File: src/rtl/shared_bus_responder_pkg.sv
// Shared definitions for the shared-bus responder: opcodes, snoop results,
// FSM states, snoop/HITM selection and the line data pattern.
package shared_bus_pkg;

  localparam logic [7:0] OP_NOP        = 8'd0;
  localparam logic [7:0] OP_READ       = 8'd1;
  localparam logic [7:0] OP_WRITE      = 8'd2;
  localparam logic [7:0] OP_RWIM       = 8'd3;
  localparam logic [7:0] OP_INVALIDATE = 8'd4;

  typedef enum logic [1:0] {
    SNOOP_NOHIT = 2'b00,
    SNOOP_HIT   = 2'b01,
    SNOOP_HITM  = 2'b10
  } snoop_e;

  typedef enum logic [1:0] {
    ST_IDLE  = 2'd0,
    ST_SNOOP = 2'd1,
    ST_WAIT  = 2'd2,
    ST_RESP  = 2'd3
  } state_e;

  // Deterministic snoop result from the two address bits above the line offset.
  function automatic snoop_e snoop_select(input logic [1:0] sel);
    case (sel)
      2'b01:   return SNOOP_HIT;
      2'b10:   return SNOOP_HITM;
      default: return SNOOP_NOHIT;
    endcase
  endfunction

  // Operations that fetch a line and hit a modified copy are served
  // cache-to-cache: shorter latency and inverted data.
  function automatic logic hitm_path(input logic [7:0] op, input snoop_e res);
    return ((op == OP_READ) || (op == OP_RWIM)) && (res == SNOOP_HITM);
  endfunction

  function automatic logic known_op(input logic [7:0] op);
    return (op >= OP_READ) && (op <= OP_INVALIDATE);
  endfunction

  // One 32-bit word of the line pattern: line address XOR word index.
  function automatic logic [31:0] pattern_word(input logic [31:0] line_addr,
                                               input logic [31:0] idx,
                                               input logic        invert);
    logic [31:0] w;
    w = line_addr ^ idx;
    return invert ? ~w : w;
  endfunction

endpackage

File: src/rtl/shared_bus_responder_if.sv
// L2 shared-bus port bundle. master = L2 initiator, slave = responder.
interface shared_bus_responder_if #(
  parameter int addressSize = 32,
  parameter int lineSize    = 512
);
  logic                   opValid;
  logic                   opReady;
  logic [7:0]             sharedOperationBusOut;
  logic [addressSize-1:0] sharedAddressOut;
  logic [lineSize-1:0]    sharedBusOut;
  logic [1:0]             snoopBusIn;
  logic                   snoopValid;
  logic [lineSize-1:0]    sharedBusIn;
  logic                   dataValid;
  logic                   writeAck;
  logic                   protocolError;

  modport master (
    output opValid, sharedOperationBusOut, sharedAddressOut, sharedBusOut,
    input  opReady, snoopBusIn, snoopValid, sharedBusIn, dataValid, writeAck,
           protocolError
  );

  modport slave (
    input  opValid, sharedOperationBusOut, sharedAddressOut, sharedBusOut,
    output opReady, snoopBusIn, snoopValid, sharedBusIn, dataValid, writeAck,
           protocolError
  );
endinterface

File: src/rtl/shared_bus_responder_latency_counter.sv
// 8-bit loadable down-counter timing the gap between snoop and response.
module shared_latency_counter (
  input  logic       clock,
  input  logic       reset,
  input  logic       load,
  input  logic [7:0] load_value,
  input  logic       enable,
  output logic       zero
);
  logic [7:0] count_q;

  // Load on accept, then count down to zero and hold there.
  always_ff @(posedge clock or posedge reset) begin
    if (reset) begin
      count_q <= 8'd0;
    end else if (load) begin
      count_q <= load_value;
    end else if (enable && !zero) begin
      count_q <= count_q - 8'd1;
    end
  end

  assign zero = (count_q == 8'd0);
endmodule

File: src/rtl/shared_bus_responder.sv
// Responder for the L2 shared-bus port: models remote caches plus memory.
// Optional statistics counters are built when SHARED_BUS_RESPONDER_STATS_EN
// is defined.
module shared_bus_responder
  import shared_bus_pkg::*;
#(
  parameter int addressSize = 32,
  parameter int lineSize    = 512,
  parameter int byteSelect  = 6,
  parameter int memLatency  = 4,
  parameter int hitmLatency = 2
) (
  input  logic                    clock,
  input  logic                    reset,
  shared_bus_responder_if.slave   bus
`ifdef SHARED_BUS_RESPONDER_STATS_EN
  ,
  output logic [31:0]             readCount,
  output logic [31:0]             writeCount,
  output logic [31:0]             rwimCount,
  output logic [31:0]             invalidateCount,
  output logic [31:0]             hitmCount
`endif
);

  // The counter holds L-1 on leaving SNOOP; zero there means L=1.
  localparam logic [7:0] MEM_LOAD  = 8'(memLatency - 1);
  localparam logic [7:0] HITM_LOAD = 8'(hitmLatency - 1);

  state_e              state_q;
  logic                op_ready_q;
  logic                snoop_valid_q;
  snoop_e              snoop_q;
  logic                data_valid_q;
  logic                write_ack_q;
  logic                perr_q;
  logic [lineSize-1:0] data_q;
  logic [7:0]          op_q;
  logic [31:0]         line_addr_q;
  logic                data_inv_q;

  logic [7:0]          op_in;
  snoop_e              snoop_in;
  logic                accept;
  logic                accept_known;
  logic [31:0]         line_addr_d;
  logic [7:0]          lat_load;
  logic                lat_zero;
  logic                lat_en;
  logic                enter_resp;
  logic [lineSize-1:0] line_data;

  assign op_in        = bus.sharedOperationBusOut;
  assign snoop_in     = snoop_select(bus.sharedAddressOut[byteSelect+1:byteSelect]);
  assign accept       = (state_q == ST_IDLE) && bus.opValid && (op_in != OP_NOP);
  assign accept_known = accept && known_op(op_in);
  assign lat_load     = hitm_path(op_in, snoop_in) ? HITM_LOAD : MEM_LOAD;
  assign lat_en       = (state_q == ST_SNOOP) || (state_q == ST_WAIT);
  assign enter_resp   = lat_zero && (((state_q == ST_SNOOP) && (op_q != OP_INVALIDATE))
                                     || (state_q == ST_WAIT));

  // Line address: operation address with the line-offset bits cleared.
  always_comb begin
    line_addr_d = '0;
    for (int b = byteSelect; b < 32; b++) begin
      if (b < addressSize) line_addr_d[b] = bus.sharedAddressOut[b];
    end
  end

  for (genvar gi = 0; gi < lineSize / 32; gi++) begin : g_word
    assign line_data[32*gi +: 32] = pattern_word(line_addr_q, 32'(gi), data_inv_q);
  end

  shared_latency_counter u_latency (
    .clock      (clock),
    .reset      (reset),
    .load       (accept_known),
    .load_value (lat_load),
    .enable     (lat_en),
    .zero       (lat_zero)
  );

  // Operation FSM with all bus outputs registered; strobes default low each cycle.
  always_ff @(posedge clock or posedge reset) begin
    if (reset) begin
      state_q       <= ST_IDLE;
      op_ready_q    <= 1'b1;
      snoop_valid_q <= 1'b0;
      snoop_q       <= SNOOP_NOHIT;
      data_valid_q  <= 1'b0;
      write_ack_q   <= 1'b0;
      perr_q        <= 1'b0;
      data_q        <= '0;
      op_q          <= OP_NOP;
      line_addr_q   <= '0;
      data_inv_q    <= 1'b0;
    end else begin
      snoop_valid_q <= 1'b0;
      snoop_q       <= SNOOP_NOHIT;
      data_valid_q  <= 1'b0;
      write_ack_q   <= 1'b0;
      data_q        <= '0;
      case (state_q)
        ST_IDLE: begin
          if (accept_known) begin
            state_q       <= ST_SNOOP;
            op_ready_q    <= 1'b0;
            snoop_valid_q <= 1'b1;
            snoop_q       <= snoop_in;
            op_q          <= op_in;
            line_addr_q   <= line_addr_d;
            data_inv_q    <= hitm_path(op_in, snoop_in);
          end else if (accept) begin
            // Unknown opcode: flag it and stay ready; no snoop is issued.
            perr_q <= 1'b1;
          end
        end
        ST_SNOOP: begin
          if (op_q == OP_INVALIDATE) begin
            state_q    <= ST_IDLE;
            op_ready_q <= 1'b1;
          end else if (lat_zero) begin
            state_q <= ST_RESP;
          end else begin
            state_q <= ST_WAIT;
          end
        end
        ST_WAIT: begin
          if (lat_zero) state_q <= ST_RESP;
        end
        ST_RESP: begin
          state_q    <= ST_IDLE;
          op_ready_q <= 1'b1;
        end
        default: begin
          state_q    <= ST_IDLE;
          op_ready_q <= 1'b1;
        end
      endcase
      if (enter_resp) begin
        if (op_q == OP_WRITE) begin
          write_ack_q <= 1'b1;
        end else begin
          data_valid_q <= 1'b1;
          data_q       <= line_data;
        end
      end
    end
  end

  assign bus.opReady       = op_ready_q;
  assign bus.snoopValid    = snoop_valid_q;
  assign bus.snoopBusIn    = snoop_q;
  assign bus.dataValid     = data_valid_q;
  assign bus.writeAck      = write_ack_q;
  assign bus.sharedBusIn   = data_q;
  assign bus.protocolError = perr_q;

`ifdef SHARED_BUS_RESPONDER_STATS_EN
  // Per-type operation counters, bumped on the accept edge.
  always_ff @(posedge clock or posedge reset) begin
    if (reset) begin
      readCount       <= 32'd0;
      writeCount      <= 32'd0;
      rwimCount       <= 32'd0;
      invalidateCount <= 32'd0;
      hitmCount       <= 32'd0;
    end else if (accept_known) begin
      case (op_in)
        OP_READ:       readCount       <= readCount + 32'd1;
        OP_WRITE:      writeCount      <= writeCount + 32'd1;
        OP_RWIM:       rwimCount       <= rwimCount + 32'd1;
        OP_INVALIDATE: invalidateCount <= invalidateCount + 32'd1;
        default: ;
      endcase
      if (snoop_in == SNOOP_HITM) hitmCount <= hitmCount + 32'd1;
    end
  end
`endif

endmodule

File: src/flat_wrapper.sv
// flat-port wrapper written by rule: the top's interface ports become plain ports
module shared_bus_responder_flat import shared_bus_pkg::*;
#(
  parameter int addressSize = 32,
  parameter int lineSize    = 512,
  parameter int byteSelect  = 6,
  parameter int memLatency  = 4,
  parameter int hitmLatency = 2
)
  (clock, reset, bus_opValid, bus_sharedOperationBusOut, bus_sharedAddressOut, bus_sharedBusOut, bus_opReady, bus_snoopBusIn, bus_snoopValid, bus_sharedBusIn, bus_dataValid, bus_writeAck, bus_protocolError);
  shared_bus_responder_if #(.addressSize(addressSize), .lineSize(lineSize)) bus_i ();
  input  logic clock;
  input  logic reset;
  input wire logic [$bits(bus_i.opValid)-1:0] bus_opValid;
  input wire logic [$bits(bus_i.sharedOperationBusOut)-1:0] bus_sharedOperationBusOut;
  input wire logic [$bits(bus_i.sharedAddressOut)-1:0] bus_sharedAddressOut;
  input wire logic [$bits(bus_i.sharedBusOut)-1:0] bus_sharedBusOut;
  output wire logic [$bits(bus_i.opReady)-1:0] bus_opReady;
  output wire logic [$bits(bus_i.snoopBusIn)-1:0] bus_snoopBusIn;
  output wire logic [$bits(bus_i.snoopValid)-1:0] bus_snoopValid;
  output wire logic [$bits(bus_i.sharedBusIn)-1:0] bus_sharedBusIn;
  output wire logic [$bits(bus_i.dataValid)-1:0] bus_dataValid;
  output wire logic [$bits(bus_i.writeAck)-1:0] bus_writeAck;
  output wire logic [$bits(bus_i.protocolError)-1:0] bus_protocolError;
  assign bus_i.opValid = bus_opValid;
  assign bus_i.sharedOperationBusOut = bus_sharedOperationBusOut;
  assign bus_i.sharedAddressOut = bus_sharedAddressOut;
  assign bus_i.sharedBusOut = bus_sharedBusOut;
  assign bus_opReady = bus_i.opReady;
  assign bus_snoopBusIn = bus_i.snoopBusIn;
  assign bus_snoopValid = bus_i.snoopValid;
  assign bus_sharedBusIn = bus_i.sharedBusIn;
  assign bus_dataValid = bus_i.dataValid;
  assign bus_writeAck = bus_i.writeAck;
  assign bus_protocolError = bus_i.protocolError;
  shared_bus_responder #(.addressSize(addressSize), .lineSize(lineSize), .byteSelect(byteSelect), .memLatency(memLatency), .hitmLatency(hitmLatency)) u_core (.clock(clock), .reset(reset), .bus(bus_i));
endmodule
File: config.mk
export PLATFORM = sky130hd
export DESIGN_NAME = shared_bus_responder_flat
export DESIGN_NICKNAME = d
export VERILOG_FILES = /design/src/rtl/shared_bus_responder_pkg.sv /design/src/rtl/shared_bus_responder_if.sv /design/src/rtl/shared_bus_responder_latency_counter.sv /design/src/rtl/shared_bus_responder.sv /design/src/flat_wrapper.sv
export SDC_FILE = /design/constraint.sdc
export NUM_CORES = 1
export LEC_CHECK = 0
export CORE_AREA = 2 2 419 421
export CTS_CLUSTER_DIAMETER = 30
export DETAILED_ROUTE_END_ITERATION = 8
export DIE_AREA = 0 0 421 423
export GPL_TIMING_DRIVEN = 0
export HOLD_SLACK_MARGIN = 0.06
export REMOVE_ABC_BUFFERS = 1
export SYNTH_ARGS = -nofsm -noshare
export SYNTH_HDL_FRONTEND = slang
export SYNTH_SLANG_ARGS = --single-unit
File: constraint.sdc
create_clock -name clock -period 3.3 [get_ports clock]
set_clock_uncertainty 0.1 [all_clocks]
set_input_delay 0.66 -clock clock [delete_from_list [all_inputs] [get_ports clock]]
set_output_delay 0.66 -clock clock [all_outputs]
set_load 0.02 [all_outputs]
==> impl_metrics.tcl <==
set metrics [dict create \
    drv_cap 0 \
    finalNetCount 1451 \
    rsz0062_at_grt "no" \
    cts_tree "yes" \
    grt_overflow_total 0 \
    async_flop_share 1.00 \
    ys_types 42 \
    firstDrtPassIters 4 \
    synth_top_area_share 0.518 \
    switching_share 0.269 \
    yosys.area.top_type "buf_4" \
    synth_mux_area_frac 0.00160 \
    worstPathRequired_ps 2540 \
    maxSlewHeadroom 0.309 \
    synth_xor_area_frac 0.0387 \
    post-route-min-period_ps 2960 \
    numCtsBuffers 9 \
    pwr-share-seq 0.460 \
    switchingPower_uw 573 \
    io_pins 1074 \
    routed_via_density 1.41 \
    p_comb_frac 0.037 \
    avgSynthCellArea_sq_um 8.66 \
    yosys-top-cells-area "buf_4, dfrtp_1, nand2_1, xnor2_1, nor2_1" \
    ctsHoldBuffers 0 \
    min_from "u_core.bus.protocolError$_DFFE_PP0P_" \
    grt_max_degree 62 \
    tns_ps 0 \
    ys_warn_count 0 \
    cts.sink_count 80 \
    dp_slack_ps -563 \
    nFillCells 20200 \
    place.gp.congestion 0.666 \
    cp-start-kind "register" \
    grt_first_pass_wirelength_um 33900 \
    hold_violations 0 \
    synth_seq_area_share 0.285 \
    run_status "finished clean" \
    slew_viol_final 0 \
    die_width_um 421 \
    place_hpwl_um 20900 \
    max_freq_ghz 0.338 \
    synth.most_common_cell "buf_4" \
    synth_compound_gate_area_share 0.0150 \
    worstReg2RegStart "u_core.u_latency.count_q[0]$_DFFE_PP0P_" \
    synth_area_sq_mm 0.00702 \
    fin_area_sq_mm 0.0122 \
    crit_chain "clkdlybuf4s50_1" \
    critical_path_class "register to primary output" \
    post-route-drc-count 0 \
    die_h_um 423 \
    wl_um 25400 \
    rows 153 \
    min_path_type "register to register" \
    min_period_over_period 0.898 \
    n_antenna_cell 0 \
    vdd_drop_max_mv 0.212 \
    vias 4522 \
    netlist_top_cells_count "buf_4, nand2_1, dfrtp_1" \
    p_int_mw 1.56 \
    slowest_stage "dfrtp_1" \
    wl_per_cell_um 7.89 \
    path_buf_inv 1 \
    synth_top_family_by_area "buffers and inverters" \
    synth-simple-area-share 0.113 \
    initial_core_util 0.0405 \
    grt_pass1_vias 4119 \
    setup_viol_count_final 0 \
    synth_fa_ha_area_frac 0.0143 \
    powerDensity_mw_per_mm2 175 \
    critical-path-max-stage-delay_ps 1020 \
    min_delay_path_depth 1 \
    synth_edf_count 0 \
    synth-seq-cells 80 \
    totalPowerFinal_mw 2.13 \
    placed_area_sq_mm 0.0119 \
    rr_worst_depth 7 \
    synth_ff_type "dfrtp_1" \
    r2r_setup_slack_ps 750 \
    p_leak_nw 3.69 \
    coreArea_sq_mm 0.173 \
    portBuffers 555 \
    r2r_end "u_core.bus.sharedBusIn[17]$_DFF_PP0_" \
    pwr-share-clk 0.504 \
    root_buffer "clkbuf_16" \
    hold_end "u_core.bus.protocolError$_DFFE_PP0P_" \
    netlist_instances 811 \
    endpoint_kind "primary output" \
    finalWorstSetupSlack_ps 338 \
    die-area_sq_mm 0.178 \
    crit_family "flip-flops" \
    cts_max_level 3 \
    drt_iter0_drc 181 \
    antenna_left 0 \
    track_usage 0.0274 \
    arrival_ps 2200 \
    clock_latency_ps 390 \
    antenna_found_initial 3 \
    worstPathMaxFanout 16 \
    critical_path_depth 1 \
    area_growth_pct 73.9 \
    max-clock-path-buffers 2 \
    drive_gt1_frac 0.0515 \
    tightest_slew_ps 1040 \
    cts.clk_slew.worst_paths_ps 80 \
]
[repair_timing]
item / 4_1_cts / 5_1_grt
endpoints found under the setup margin: 27 / 20
gates resized for setup: 1 / 1
setup buffers: 0 / 3
[logic make-up (layout without fill, tap and decap cells)]
family                     Yosys count  after routing
muxes                                1              1
adders and majority gates            8              8
DFF                                 80             80
buffers and inverters              506            588
xor gates and xnor gates            31             31
AOI/OAI and AO/OA                   16             16
and+or+nand+nor                    169            169
[worst max path at each step]
stage	start	endpoint	slack, ps
after global routing	u_core.bus.sharedBusIn[8]$_DFF_PP0_	bus_sharedBusIn[168]	170
after global placement	bus_sharedOperationBusOut[3]	u_core.u_latency.count_q[1]$_DFFE_PP0P_	-2690
after CTS	u_core.bus.sharedBusIn[483]$_DFF_PP0_	bus_sharedBusIn[225]	9
final	u_core.bus.sharedBusIn[8]$_DFF_PP0_	bus_sharedBusIn[328]	340
after floorplan	u_core.bus.sharedBusIn[5]$_DFF_PP0_	bus_sharedBusIn[0]	-5370
after detailed placement	bus_sharedOperationBusOut[3]	u_core.u_latency.count_q[1]$_DFFE_PP0P_	-560
[routing by layer]
layer	up-vias	wire, um	track usage
met5	-	0	0
met4	0	1050	0.0187
met3	20	1790	0.00772
met2	209	14000	0.0513
met1	2139	8520	0.0258
li1	2154	-	-
[registers in the layout, summed over array words and instances, names as in the netlist, 2 cells and up, named ones only]
register and flops:
u_core.bus.sharedBusIn 28, u_core.bus.snoopBusIn 2, u_core.op_q 8, u_core.line_addr_q 26, u_core.u_latency.count_q 8
[stage by stage]
step                      cells  hold WS (ps)  utilization
after global placement     3194           356       0.0680
after detailed placement   3199           365       0.0686
after floorplan             314           347            -
final                      3218           378       0.0705
after CTS                  3215           383       0.0703
after global routing       3218           415       0.0705
[placed cells by master, fill, tap and decap left out, drive strengths merged, types with 2 or more instances in the layout]
cell / n
clkinvlp: 2
nor3: 4
dfrtp: 79
xnor2: 30
inv: 13
nor2: 40
buf: 8
nand2: 95
nor4: 4
a21oi: 6
o21ai: 2
a31o: 2
or3: 3
nand2b: 3
nor4b: 3
and2: 7
clkdlybuf4s50: 555
clkbuf: 9
ha: 8
nand3: 5
[area by class of cell]
cell class                 count  area, sq um  share of cell area
tap                         2325         2910               0.238
clock buffer                   9          225              0.0184
sequential                    80         2010               0.164
timing repair buffer         563         5680               0.465
inverter                       9         38.8             0.00318
clock inverter                 7         73.8             0.00605
multi-input combinational    225         1280               0.105
[power by group through the flow]
| stage | registers [mW] | logic [mW] | clock network [mW] |
|---|---|---|---|
| floorplan | 0.999 | 0.0183 | 0 |
| global placement | 0.999 | 0.0775 | 0 |
| detailed placement | 0.999 | 0.0823 | 0 |
| CTS | 0.980 | 0.0828 | 1.16 |
| global route | 0.979 | 0.0875 | 1.18 |
| finish | 0.980 | 0.0781 | 1.07 |
No activity file was read; power rests on OpenSTA's default activity.
